<file path="src/rtl/sr_pq_gen_if.sv">
// Request/response bundle of the sr_pq_gen shift-register priority queue.
// The master drives enqueue/dequeue requests; the slave (the queue) returns head and status.
interface sr_pq_gen_if #(
    parameter int KEY_W = 8,
    parameter int VAL_W = 8,
    parameter int DEPTH = 8
);
    logic                         enq;
    logic                         deq;
    logic [KEY_W-1:0]             kvi_key;
    logic [VAL_W-1:0]             kvi_val;
    logic [KEY_W-1:0]             kvo_key;
    logic [VAL_W-1:0]             kvo_val;
    logic                         kvo_valid;
    logic                         full;
    logic                         empty;
    logic [$clog2(DEPTH+1)-1:0]   count;
    logic                         ovf;
    logic                         udf;

    modport master (
        output enq, deq, kvi_key, kvi_val,
        input  kvo_key, kvo_val, kvo_valid, full, empty, count, ovf, udf
    );

    modport slave (
        input  enq, deq, kvi_key, kvi_val,
        output kvo_key, kvo_val, kvo_valid, full, empty, count, ovf, udf
    );
endinterface

</file>
<file path="src/rtl/sr_pq_gen.sv">
// Parametrised shift-register priority queue with replace, FIFO tie order and occupancy flags.
// Optional high-water-mark output enabled by defining SR_PQ_HWM_EN.
module sr_pq_gen #(
    parameter int KEY_W    = 8,
    parameter int VAL_W    = 8,
    parameter int DEPTH    = 8,
    parameter int MIN_MODE = 0
) (
    input  logic                       clk,
    input  logic                       rst,
    sr_pq_gen_if.slave                 bus
`ifdef SR_PQ_HWM_EN
    ,
    output logic [$clog2(DEPTH+1)-1:0] hwm
`endif
);

    localparam int CW = $clog2(DEPTH+1);
    typedef logic [CW-1:0] cnt_t;

    logic             vld_q [DEPTH];
    logic [KEY_W-1:0] key_q [DEPTH];
    logic [VAL_W-1:0] val_q [DEPTH];
    logic             vld_d [DEPTH];
    logic [KEY_W-1:0] key_d [DEPTH];
    logic [VAL_W-1:0] val_d [DEPTH];

    cnt_t count_q, count_d;
    logic full_q, full_d;
    logic empty_q, empty_d;
    logic ovf_q, ovf_d;
    logic udf_q, udf_d;

    function automatic logic key_wins(input logic [KEY_W-1:0] a, input logic [KEY_W-1:0] b);
        if (MIN_MODE != 0) return a < b;
        else               return a > b;
    endfunction

    // Cells viewed one slot toward the head, i.e. the queue after a pop.
    logic             lv   [DEPTH];
    logic [KEY_W-1:0] lk   [DEPTH];
    logic [VAL_W-1:0] lval [DEPTH];

    always_comb begin
        for (int i = 0; i < DEPTH - 1; i++) begin
            lv[i]   = vld_q[i+1];
            lk[i]   = key_q[i+1];
            lval[i] = val_q[i+1];
        end
        lv[DEPTH-1]   = 1'b0;
        lk[DEPTH-1]   = '0;
        lval[DEPTH-1] = '0;
    end

    // nb: new entry beats the stored cell; le: popped-view cell beats or ties the new entry.
    logic nb [DEPTH];
    logic le [DEPTH];

    always_comb begin
        for (int i = 0; i < DEPTH; i++) begin
            nb[i] = !vld_q[i] || key_wins(bus.kvi_key, key_q[i]);
            le[i] = lv[i] && !key_wins(bus.kvi_key, lk[i]);
        end
    end

    logic             ins_v [DEPTH];
    logic [KEY_W-1:0] ins_k [DEPTH];
    logic [VAL_W-1:0] ins_x [DEPTH];

    always_comb begin
        if (nb[0]) begin
            ins_v[0] = 1'b1;
            ins_k[0] = bus.kvi_key;
            ins_x[0] = bus.kvi_val;
        end else begin
            ins_v[0] = vld_q[0];
            ins_k[0] = key_q[0];
            ins_x[0] = val_q[0];
        end
        for (int i = 1; i < DEPTH; i++) begin
            if (nb[i] && !nb[i-1]) begin
                ins_v[i] = 1'b1;
                ins_k[i] = bus.kvi_key;
                ins_x[i] = bus.kvi_val;
            end else if (nb[i-1]) begin
                ins_v[i] = vld_q[i-1];
                ins_k[i] = key_q[i-1];
                ins_x[i] = val_q[i-1];
            end else begin
                ins_v[i] = vld_q[i];
                ins_k[i] = key_q[i];
                ins_x[i] = val_q[i];
            end
        end
    end

    logic             rep_v [DEPTH];
    logic [KEY_W-1:0] rep_k [DEPTH];
    logic [VAL_W-1:0] rep_x [DEPTH];

    always_comb begin
        if (le[0]) begin
            rep_v[0] = lv[0];
            rep_k[0] = lk[0];
            rep_x[0] = lval[0];
        end else begin
            rep_v[0] = 1'b1;
            rep_k[0] = bus.kvi_key;
            rep_x[0] = bus.kvi_val;
        end
        for (int i = 1; i < DEPTH; i++) begin
            if (le[i]) begin
                rep_v[i] = lv[i];
                rep_k[i] = lk[i];
                rep_x[i] = lval[i];
            end else if (le[i-1]) begin
                rep_v[i] = 1'b1;
                rep_k[i] = bus.kvi_key;
                rep_x[i] = bus.kvi_val;
            end else begin
                rep_v[i] = lv[i-1];
                rep_k[i] = lk[i-1];
                rep_x[i] = lval[i-1];
            end
        end
    end

    always_comb begin
        vld_d   = vld_q;
        key_d   = key_q;
        val_d   = val_q;
        count_d = count_q;
        ovf_d   = 1'b0;
        udf_d   = 1'b0;
        unique case ({bus.enq, bus.deq})
            2'b10: begin
                if (full_q) begin
                    ovf_d = 1'b1;
                end else begin
                    vld_d   = ins_v;
                    key_d   = ins_k;
                    val_d   = ins_x;
                    count_d = count_q + cnt_t'(1);
                end
            end
            2'b01: begin
                if (empty_q) begin
                    udf_d = 1'b1;
                end else begin
                    vld_d   = lv;
                    key_d   = lk;
                    val_d   = lval;
                    count_d = count_q - cnt_t'(1);
                end
            end
            2'b11: begin
                // Replace on an empty queue degenerates to a plain insert.
                if (empty_q) begin
                    vld_d   = ins_v;
                    key_d   = ins_k;
                    val_d   = ins_x;
                    count_d = cnt_t'(1);
                    udf_d   = 1'b1;
                end else begin
                    vld_d = rep_v;
                    key_d = rep_k;
                    val_d = rep_x;
                end
            end
            default: ;
        endcase
        full_d  = (count_d == cnt_t'(DEPTH));
        empty_d = (count_d == '0);
    end

    always_ff @(posedge clk) begin
        if (rst) begin
            for (int i = 0; i < DEPTH; i++) begin
                vld_q[i] <= 1'b0;
                key_q[i] <= '0;
                val_q[i] <= '0;
            end
            count_q <= '0;
            full_q  <= 1'b0;
            empty_q <= 1'b1;
            ovf_q   <= 1'b0;
            udf_q   <= 1'b0;
        end else begin
            vld_q   <= vld_d;
            key_q   <= key_d;
            val_q   <= val_d;
            count_q <= count_d;
            full_q  <= full_d;
            empty_q <= empty_d;
            ovf_q   <= ovf_d;
            udf_q   <= udf_d;
        end
    end

`ifdef SR_PQ_HWM_EN
    cnt_t hwm_q, hwm_d;

    always_comb begin
        hwm_d = hwm_q;
        if (count_q > hwm_q) hwm_d = count_q;
    end

    always_ff @(posedge clk) begin
        if (rst) hwm_q <= '0;
        else     hwm_q <= hwm_d;
    end

    assign hwm = hwm_q;
`endif

    assign bus.kvo_valid = vld_q[0];
    assign bus.kvo_key   = key_q[0];
    assign bus.kvo_val   = val_q[0];
    assign bus.full      = full_q;
    assign bus.empty     = empty_q;
    assign bus.count     = count_q;
    assign bus.ovf       = ovf_q;
    assign bus.udf       = udf_q;

endmodule

</file>
<file path="src/flat_wrapper.sv">
// flat-port wrapper written by rule: the top's interface ports become plain ports
module sr_pq_gen_flat 
#(
    parameter int KEY_W    = 8,
    parameter int VAL_W    = 8,
    parameter int DEPTH    = 8,
    parameter int MIN_MODE = 0
)
  (clk, rst, bus_enq, bus_deq, bus_kvi_key, bus_kvi_val, bus_kvo_key, bus_kvo_val, bus_kvo_valid, bus_full, bus_empty, bus_count, bus_ovf, bus_udf);
  sr_pq_gen_if #(.KEY_W(KEY_W), .VAL_W(VAL_W), .DEPTH(DEPTH)) bus_i ();
  input  logic clk;
  input  logic rst;
  input wire logic [$bits(bus_i.enq)-1:0] bus_enq;
  input wire logic [$bits(bus_i.deq)-1:0] bus_deq;
  input wire logic [$bits(bus_i.kvi_key)-1:0] bus_kvi_key;
  input wire logic [$bits(bus_i.kvi_val)-1:0] bus_kvi_val;
  output wire logic [$bits(bus_i.kvo_key)-1:0] bus_kvo_key;
  output wire logic [$bits(bus_i.kvo_val)-1:0] bus_kvo_val;
  output wire logic [$bits(bus_i.kvo_valid)-1:0] bus_kvo_valid;
  output wire logic [$bits(bus_i.full)-1:0] bus_full;
  output wire logic [$bits(bus_i.empty)-1:0] bus_empty;
  output wire logic [$bits(bus_i.count)-1:0] bus_count;
  output wire logic [$bits(bus_i.ovf)-1:0] bus_ovf;
  output wire logic [$bits(bus_i.udf)-1:0] bus_udf;
  assign bus_i.enq = bus_enq;
  assign bus_i.deq = bus_deq;
  assign bus_i.kvi_key = bus_kvi_key;
  assign bus_i.kvi_val = bus_kvi_val;
  assign bus_kvo_key = bus_i.kvo_key;
  assign bus_kvo_val = bus_i.kvo_val;
  assign bus_kvo_valid = bus_i.kvo_valid;
  assign bus_full = bus_i.full;
  assign bus_empty = bus_i.empty;
  assign bus_count = bus_i.count;
  assign bus_ovf = bus_i.ovf;
  assign bus_udf = bus_i.udf;
  sr_pq_gen #(.KEY_W(KEY_W), .VAL_W(VAL_W), .DEPTH(DEPTH), .MIN_MODE(MIN_MODE)) u_core (.clk(clk), .rst(rst), .bus(bus_i));
endmodule
</file>
<file path="config.mk">
export PLATFORM = sky130hd
export DESIGN_NAME = sr_pq_gen_flat
export DESIGN_NICKNAME = d
export VERILOG_FILES = /design/src/rtl/sr_pq_gen_if.sv /design/src/rtl/sr_pq_gen.sv /design/src/flat_wrapper.sv
export SDC_FILE = /design/constraint.sdc
export NUM_CORES = 1
export LEC_CHECK = 0
export ABC_AREA = 1
export BUFFER_PORTS_ARGS = -buffer_cell sky130_fd_sc_hd__buf_2
export CORE_MARGIN = 5
export CORE_UTILIZATION = 45
export DETAILED_ROUTE_END_ITERATION = 10
export PLACE_DENSITY_LB_ADDON = 0.15
export SLEW_MARGIN = 10
export SYNTH_ARGS = -nofsm -noshare
export SYNTH_HDL_FRONTEND = slang
export SYNTH_SLANG_ARGS = --single-unit
</file>
<file path="constraint.sdc">
create_clock -name clk -period 2.83 [get_ports clk]
set_input_delay 0 -clock clk [delete_from_list [all_inputs] [get_ports clk]]
set_output_delay 0 -clock clk [all_outputs]
set_load 0.01 [all_outputs]
</file>
==> results_dict.tcl <==
set metrics [dict create \
    final-hold-violation-count 0 \
    synth_area_leaders "dfxtp_1, nand2_1, a21oi_1, o21ai_0, nand3_1" \
    antenna_left 0 \
    grt_pass1_wl_microns 66900 \
    synth_nets 2305 \
    wl_met3_microns 2620 \
    synthFlopType "dfxtp_1" \
    worstMarginPinSlew_ps 713 \
    crit_path_start_kind "input port" \
    finalCritPeriodShare 0.921 \
    avgViaCountPerCell 5.39 \
    area_growth_pct 8.12 \
    ys_seq_area_frac 0.229 \
    synth_cell_types 39 \
    fin_worst_skew_ps 14.2 \
    cellPowerDensity_mw_per_mm2 593 \
    fillers 2983 \
    post_cts_buffers 0 \
    drc_errors 0 \
    routed_wl_microns 41000 \
    coreArea_sq_mm 0.0277 \
    p_total_mw 8.07 \
    cts_max_level 4 \
    clk_path_buf_depth 2 \
    grt_max_degree 121 \
    synth-edff-count 0 \
    top_layer_used "met4" \
    grt_overflow 0 \
    routabilityCongestion 0.870 \
    antennaDiodeCount 0 \
    wl_met1_microns 19700 \
    postLayoutCellArea_sq_mm 0.0136 \
    cts_root_buffer "clkbuf_16" \
    die_w_microns 177 \
    synth_warnings 0 \
    fin_setup_tns_ps 0 \
    synth.avg_cell_area_sq_um 5.68 \
    grt_use_total 0.260 \
    row_count 61 \
    yosysTopAreaCell "dfxtp_1" \
    cts_sinks 144 \
    synth_area_sq_mm 0.0126 \
    wl_met2_microns 18000 \
    status "complete, no violations" \
    yosysMostFrequentCell "nand2_1" \
    first_pass_iters 6 \
    dp_hpwl_microns 28500 \
    wl_per_cell_microns 16.0 \
    vdd_drop_max_mv 0.403 \
    portBuffers 44 \
    clkTransAtPathRegs_ps 70 \
    ys_seq_elements 144 \
    critical_path_class "input port to flop" \
    drt_iter0_drc 1332 \
    synth_common_cells "nand2_1, inv_1, nor2_1" \
    final_max_slew_viol_count 0 \
    layout-drive-gt1-share 0.0712 \
    die_h_microns 177 \
    clk-insertion-delay-late_ps 440 \
    drv_cap 0 \
    die_area_sq_mm 0.0314 \
    tritoncts "yes" \
    max_freq_mhz 384 \
    dr_total_vias 13800 \
    p_leak_nw 6.63 \
    critPathMaxFanout 34 \
    initial_core_util 0.455 \
    maxSlewHeadroom 0.524 \
    synthCells 2218 \
    placed_area_sq_mm 0.0130 \
    cp.required_ps 3190 \
    endpoint_kind "flop" \
    regArea_sq_mm 0.00288 \
    hp-class "input port to flop" \
    multi_input_area_sq_mm 0.00809 \
    nets 2266 \
    synthArstFlopShare 0 \
    grt_pass1_vias 12500 \
    io_pins 45 \
    synth_top_area_frac 0.229 \
    antenna_found_initial 0 \
    finalSetupViolations 0 \
    numCtsBuffers 17 \
    fin_crit_ps 2610 \
    critPathArrivalTime_ps 2970 \
    rsz0062_at_grt "yes" \
]
## worst paths after layout
check	from	to	cells after the start	slack, ps
setup reg to reg	u_core.key_q[23]	u_core.key_q[21]	13	220
hold / removal	bus_kvi_val[3]	u_core.lval[11]	5	20
setup / recovery	bus_deq	u_core.lval[34]	14	220
hold reg to reg	u_core.bus.kvo_val[6]	u_core.bus.kvo_val[6]	2	520
## registers in the layout, indices dropped and copies added, names as in the netlist, 4 cells and up
signal,flops
u_core.bus.kvo_key,8
u_core.key_q,56
u_core.lval,56
u_core.lv,7
u_core.bus.kvo_val,8
u_core.bus.count,4
## report_power, final
group	switching (mW)	internal [mW]	total [mW]
registers	0.275	2.34	2.61
clock network	1.03	1.34	2.38
logic	2.05	1.04	3.09
## logic make-up after synthesis
family                     count (synthesis)  synth area share
buffers and inverters                    394             0.129
DFF                                      144             0.229
AOI/OAI and AO/OA                        508             0.214
xor gates and xnor gates                   1          0.000695
and+or+nand+nor                         1104             0.361
adders and majority gates                 67            0.0665
## through the flow
| step | setup WS, ps | utilization | hold slack [ps] | std cells |
|---|---|---|---|---|
| final | 224 | 0.492 | 16.0 | 2569 |
| after global routing | -8.02 | 0.492 | 6.83 | 2569 |
| after CTS | 194 | 0.491 | 1.20 | 2569 |
| after detailed placement | 161 | 0.468 | 378 | 2533 |
| after global placement | 229 | 0.468 | 378 | 2533 |
| after floorplan | 799 | - | 194 | 2218 |
## layer usage
| layer | track usage | vias to the layer above |
|---|---|---|
| met5 | 0 | - |
| met4 | 0.0657 | 0 |
| met3 | 0.0337 | 59 |
| met2 | 0.413 | 504 |
| met1 | 0.373 | 6169 |
| li1 | - | 7110 |
## cell usage in the layout (no fill, tap or decap), drive strengths merged
cell type / netlist / layout
a21boi: 3 / 3
a21o: 16 / 16
a21oi: 207 / 207
a22oi: 1 / 1
a31oi: 5 / 5
and2: 5 / 5
buf: 95 / 91
bufinv: 0 / 2
clkbuf: 59 / 18
clkinv: 1 / 5
clkinvlp: 0 / 2
dfxtp: 144 / 144
dlygate4sd3: 0 / 5
ha: 67 / 67
inv: 239 / 244
nand2: 658 / 658
nand3: 194 / 194
nand3b: 1 / 1
nand4: 23 / 23
nor2: 214 / 214
nor3: 9 / 9
o211ai: 24 / 24
o21a: 2 / 2
o21ai: 239 / 239
o21bai: 1 / 1
o221ai: 1 / 1
o22ai: 7 / 7
o31ai: 2 / 2
xor2: 1 / 1
## layout make-up
class / count / area share
multi-input cells: 1680 / 0.594
flip-flops and latches: 144 / 0.212
inverters: 240 / 0.0665
repair buffers: 96 / 0.0497
well taps: 378 / 0.0347
clock buffers: 18 / 0.0322
clock inverters: 13 / 0.0112
## worst max-delay path, cell delays in order
cell and delay, ps:
dlygate4sd3_1 520, buf_2 140, inv_2 230, nor2_4 300, inv_2 80, nor2_4 360, inv_2 290, nand2_2 230
nand3_4 350, nand2_1 180, inv_1 50, nand2_1 60, inv_1 40, a21oi_1 100
## what timing repair did
| item | CTS | global route |
|---|---|---|
| setup endpoints to repair | 0 | 4 |
| hold buffers | 5 | 0 |
| gates resized for setup | 0 | 2 |
| endpoints found under the hold margin | 5 | 0 |
Note: power is estimated with default switching activity, not from simulation.
